### src/rtl/hazard_ctrl.sv
// Pipeline hazard controller: ID-stage stall/flush, MEM->ID compare forwarding
// and mult/div occupancy tracking from EX/MEM shadow copies of the in-flight instructions.
module hazard_ctrl (
   input  logic       clk,
   input  logic       reset,
   input  logic [4:0] Rs_D,
   input  logic [4:0] Rt_D,
   input  logic [1:0] Tuse_rs_D,
   input  logic [1:0] Tuse_rt_D,
   input  logic [4:0] A3_D,
   input  logic [1:0] Tnew_D,
   input  logic       Src_D,
   input  logic       md_start_D,
   input  logic       md_use_D,
   input  logic [3:0] md_cycles,
   output logic       stall,
   output logic       flush_E,
   output logic [1:0] ForwardA_D,
   output logic [1:0] ForwardB_D,
   output logic       md_busy
);

   logic [4:0] A3_E;
   logic [4:0] A3_M;
   logic [1:0] Tnew_E;
   logic [1:0] Tnew_M;
   logic       Src_E;
   logic       Src_M;
   logic [3:0] md_cnt;

   logic stall_rs;
   logic stall_rt;
   logic md_stall;

   // A3 of 0 means "no writer", so a zero source register never matches.
   assign stall_rs = (Rs_D != 5'd0) &&
                     (((Rs_D == A3_E) && (Tuse_rs_D < Tnew_E)) ||
                      ((Rs_D == A3_M) && (Tuse_rs_D < Tnew_M)));
   assign stall_rt = (Rt_D != 5'd0) &&
                     (((Rt_D == A3_E) && (Tuse_rt_D < Tnew_E)) ||
                      ((Rt_D == A3_M) && (Tuse_rt_D < Tnew_M)));

   assign md_busy  = (md_cnt != 4'd0);
   assign md_stall = md_use_D & md_busy;
   assign stall    = stall_rs | stall_rt | md_stall;
   assign flush_E  = stall;

   // Only a MEM-stage result that already exists can feed the ID comparator.
   always_comb begin
      ForwardA_D = 2'b00;
      ForwardB_D = 2'b00;
      if ((Rs_D != 5'd0) && (Rs_D == A3_M) && (Tnew_M == 2'd0))
         ForwardA_D = Src_M ? 2'b10 : 2'b01;
      if ((Rt_D != 5'd0) && (Rt_D == A3_M) && (Tnew_M == 2'd0))
         ForwardB_D = Src_M ? 2'b10 : 2'b01;
   end

   always_ff @(posedge clk or negedge reset) begin
      if (!reset) begin
         A3_E   <= 5'd0;
         Tnew_E <= 2'd0;
         Src_E  <= 1'b0;
         A3_M   <= 5'd0;
         Tnew_M <= 2'd0;
         Src_M  <= 1'b0;
         md_cnt <= 4'd0;
      end else begin
         if (stall) begin
            A3_E   <= 5'd0;
            Tnew_E <= 2'd0;
            Src_E  <= 1'b0;
         end else begin
            A3_E   <= A3_D;
            Tnew_E <= Tnew_D;
            Src_E  <= Src_D;
         end
         A3_M   <= A3_E;
         Src_M  <= Src_E;
         Tnew_M <= (Tnew_E != 2'd0) ? (Tnew_E - 2'd1) : 2'd0;
         if (md_start_D && !stall)
            md_cnt <= md_cycles;
         else if (md_cnt != 4'd0)
            md_cnt <= md_cnt - 4'd1;
      end
   end

endmodule

### config.mk
export PLATFORM = sky130hd
export DESIGN_NAME = hazard_ctrl
export DESIGN_NICKNAME = d
export VERILOG_FILES = /design/src/rtl/hazard_ctrl.sv
export SDC_FILE = /design/constraint.sdc
export NUM_CORES = 1
export LEC_CHECK = 0
export CAP_MARGIN = 0
export CORE_ASPECT_RATIO = 0.9
export CORE_UTILIZATION = 45
export CTS_CLUSTER_DIAMETER = 150
export DETAILED_ROUTE_END_ITERATION = 12
export PLACE_DENSITY = 0.85
export SLEW_MARGIN = 40
export SYNTH_ARGS = -nofsm -noshare
export SYNTH_HDL_FRONTEND = slang
export SYNTH_SLANG_ARGS = --single-unit
### constraint.sdc
create_clock -name clk -period 3 [get_ports clk]
set_input_delay 0.45 -clock clk [delete_from_list [all_inputs] [get_ports clk]]
set_output_delay 0.45 -clock clk [all_outputs]
set_load 0.01 [all_outputs]
==> summary.md <==
• outcome: completed
• share of total power in sequential cells: 38.8%
• Final Hold Viols: 0
• initial antenna violation count: 0
• buffers plus inverters on the worst setup path: 3
• # nets final: 197
• number of buffers inserted by port buffering: 36
• number of H-tree levels: 1
• endpoint kind of the worst setup timing path: primary output
• r2r startpoint: md_cnt[0]
• power density relative to cell area: 574.4 mW/mm²
• Total Routing Usage GR: 21.24%
• average detailed-routed wire length per instance: 14.62 µm
• number of warnings reported in the yosys synthesis log: 0
• portion of the clock cycle consumed by the worst path in the final layout: 95.73%
• Sw Ratio: 30.46%
• Top-Level Pins: 37
• data arrival time of the critical path: 2.42 ns
• layout cell share with drive strength beyond 1: 22.50%
• total stage count of the critical path: 7
• most frequent cells in the layout: sky130_fd_sc_hd__clkdlybuf4s50_1 (33), sky130_fd_sc_hd__dfrtp_1 (20), sky130_fd_sc_hd__xnor2_1 (12), sky130_fd_sc_hd__buf_4 (12), sky130_fd_sc_hd__xor2_1 (10)
• Final Worst Setup Slack: 0.1281 ns
• count of placed standard cells including taps: 184
• static leakage: 0.8004 nW
• Bufs on Longest Clock Path: 2
• routability cong.: 0.8849
• Clk Latency, worst-skew pair: 0.30 ns
• final core area utilization: 69.68%
• TritonCTS clock tree: done
• count of cell types in the netlist: 30
• worst hold slack: 0.07307 ns
• Setup Total Neg Slack: 0 ns
• endpoint of the worst-slack reg-to-reg timing path: md_cnt[0]
• total overflow reported by the global router: 0
• cell area after synthesis: 0.001206 mm²
• number of synthesized register bits: 20
• row count: 17
• number of vias after detailed routing: 983
• effective utilization at floorplan: 48.47%
• IR drop worst, VDD: 483.5 µV
• total power: 0.9962 mW
• Req. time, crit path: 2.55 ns
• depth of the worst register-to-register path: 11
• antenna-violating nets left: 0
• detail-routed via count per cell: 5.229
• crit start category: input port
• layout overhead on the synthesized area: 43.78%
• most frequent standard cell in the layout excluding fill and tap cells: sky130_fd_sc_hd__clkdlybuf4s50_1
• number of global-route vias before repair: 1061
• final WL: 2748 µm
• clock power share: 22.1%
• Crit. Startpoint: Rs_D[0]
• startpoint-to-endpoint class of the critical path: input port to primary output
• number of DRC markers after the initial detailed-route iteration: 19
• antenna fix cells: 0
• x dimension of the die: 56.57 µm
• fraction of the yosys area taken by sequential cells: 41.49%
• final worst clock skew: 0.003145 ns
• largest net degree at the start of global routing: 21
• detailed-routing iteration count for the pre-antenna-repair pass: 4
• number of setup buffers added after CTS: 0
• Net Sw Power: 0.3035 mW
• number of remaining DRC errors: 0
• worst-path fanout max: 2
• total setup violations reported at the end of the flow: 0
• clock root buffer: sky130_fd_sc_hd__clkbuf_4
• overall die height: 51.12 µm
• headroom to the max-slew limit: 64.67%
• final count of pins violating max slew: 0
• DP Area: 0.001684 mm²
• final instance count without filler cells: 188
• TritonCTS Sinks: 20
• Tightest Pin Transition: 0.5227 ns
• RSZ-0062 raised after global routing: no
• cell with the biggest individual delay on the critical path: sky130_fd_sc_hd__or4_4
• setup slack of the worst register-to-register path: 0.78 ns
• half-perimeter wire length after detailed placement: 2221 µm
• Worst-path clk slew: 0.12 ns
• Final min period: 2.872 ns
• Mapped Nets: 145
• post-placement setup slack: -0.07618 ns
• max-capacitance violation count: 0
• final non-filler cell area: 0.001734 mm²
• timing-limited maximum frequency: 0.3482 GHz
• dominant delay contributor by cell family on the critical path: simple AND/OR/NAND/NOR gates
• Post-Syn Instances: 109
• CTS buffer count: 3
• total core area: 0.002489 mm²
• power share of the combinational group: 39.1%
• die area: 0.002892 mm²
• largest stage delay on the critical path: 0.56 ns
• average footprint of a synthesized cell: 11.07 µm²
• first-pass GRT wire length: 4685 µm
• Internal Pwr Total: 0.6927 mW
• crit-path cells: clkdlybuf4s50_1 > or4_4 > nor2_4 > and4b_1 > nor4_4 > inv_1 > dlygate4sd2_1
• Hold/Removal Path Class: input port to asynchronous set/reset pin
power by group through the flow:
stage               Clock [mW]  Sequential (mW)  Combinational (mW)
floorplan                    0            0.371               0.258
global placement             0            0.380               0.370
detailed placement           0            0.389               0.389
CTS                      0.225            0.384               0.389
global route             0.238            0.394               0.429
finish                   0.220            0.387               0.389
how the worst max path moves through the flow:
| stage | end |
|---|---|
| 5_1_grt | stall |
| 3_3_place_gp | flush_E |
| 2_1_floorplan | stall |
| 3_5_place_dp | stall |
| 4_1_cts | stall |
| 6_report | flush_E |
sequential cells by signal, summed over array words and instances, names as in the netlist:
signal / flops
A3_E: 5
Src_E: 1
Tnew_E: 2
Src_M: 1
Tnew_M: 2
md_cnt: 4
A3_M: 5
logic make-up (layout without fill, tap and decap cells):
logic type | count (synthesis) | in the layout | share of synthesized area (%)
flip-flops | 20 | 20 | 41.49
multiplexers | 4 | 4 | 4.979
adder cells (fa/ha/maj) | 6 | 6 | 6.224
AO/OA/AOI/OAI | 7 | 7 | 3.631
XOR/XNOR | 22 | 22 | 15.97
buffers and inverters | 8 | 59 | 2.801
AND/OR/NAND/NOR | 42 | 42 | 24.90
what timing repair did:
| item | in CTS | in global routing |
|---|---|---|
| hold buffers | 0 | 0 |
| resized for setup | 2 | 1 |
| setup endpoints to repair | 2 | 2 |
Yosys cell counts:
master,n,share of area (%)
sky130_fd_sc_hd__and4b_4,1,1.1
sky130_fd_sc_hd__and3_1,2,1.0
sky130_fd_sc_hd__xor2_1,10,7.3
sky130_fd_sc_hd__nor4b_1,1,0.73
sky130_fd_sc_hd__nor2_1,7,2.2
sky130_fd_sc_hd__nor3_1,3,1.2
sky130_fd_sc_hd__nor4_4,1,1.8
sky130_fd_sc_hd__o21ai_0,2,0.83
sky130_fd_sc_hd__a21oi_1,2,0.83
sky130_fd_sc_hd__mux2_4,4,5.0
sky130_fd_sc_hd__or4_4,2,1.9
sky130_fd_sc_hd__nand2_1,3,0.93
sky130_fd_sc_hd__xnor2_1,12,8.7
sky130_fd_sc_hd__nand3_1,2,0.83
sky130_fd_sc_hd__buf_4,1,0.62
sky130_fd_sc_hd__dfrtp_1,20,41
sky130_fd_sc_hd__nand2_4,1,0.93
sky130_fd_sc_hd__nor2_4,2,1.9
sky130_fd_sc_hd__nand2b_1,2,1.0
sky130_fd_sc_hd__and2_2,7,4.4
sky130_fd_sc_hd__or3_1,1,0.52
sky130_fd_sc_hd__a21o_1,2,1.2
sky130_fd_sc_hd__inv_1,7,2.2
sky130_fd_sc_hd__nor4_1,2,1.0
sky130_fd_sc_hd__ha_1,6,6.2
sky130_fd_sc_hd__and4b_1,1,0.83
sky130_fd_sc_hd__nor3b_1,1,0.62
sky130_fd_sc_hd__and3b_1,2,1.5
sky130_fd_sc_hd__o41ai_1,1,0.73
sky130_fd_sc_hd__and2_1,1,0.52
worst register-to-register path: stages (launching register included):
cell and delay [ns]:
sky130_fd_sc_hd__dfrtp_1 0.43, sky130_fd_sc_hd__inv_1 0.09, sky130_fd_sc_hd__ha_1 0.16, sky130_fd_sc_hd__nor3b_2 0.25, sky130_fd_sc_hd__inv_1 0.13, sky130_fd_sc_hd__nand2_1 0.09, sky130_fd_sc_hd__o41ai_1 0.07, sky130_fd_sc_hd__buf_4 0.14
sky130_fd_sc_hd__nor4_4 0.17, sky130_fd_sc_hd__buf_4 0.21, sky130_fd_sc_hd__nand2_4 0.08, sky130_fd_sc_hd__mux2_4 0.30
layer usage:
layer	part of all wire, %	global-route usage, %	up-vias
met5	0	0	-
met4	0.69	8.130	0
met3	5.0	4.304	2
met2	51	37.25	28
met1	43	25.77	482
li1	-	-	471
layout make-up:
cell class	instances	area (µm²)
Fill cell	188	754.5
Multi-Input combinational cell	81	676.9
Sequential cell	20	500.5
Timing Repair Buffer	48	442.9
Tap cell	28	35.03
Clock inverter	1	30.03
Inverter	7	26.28
Clock buffer	3	22.52
No activity file was read; power rests on OpenSTA's default activity.
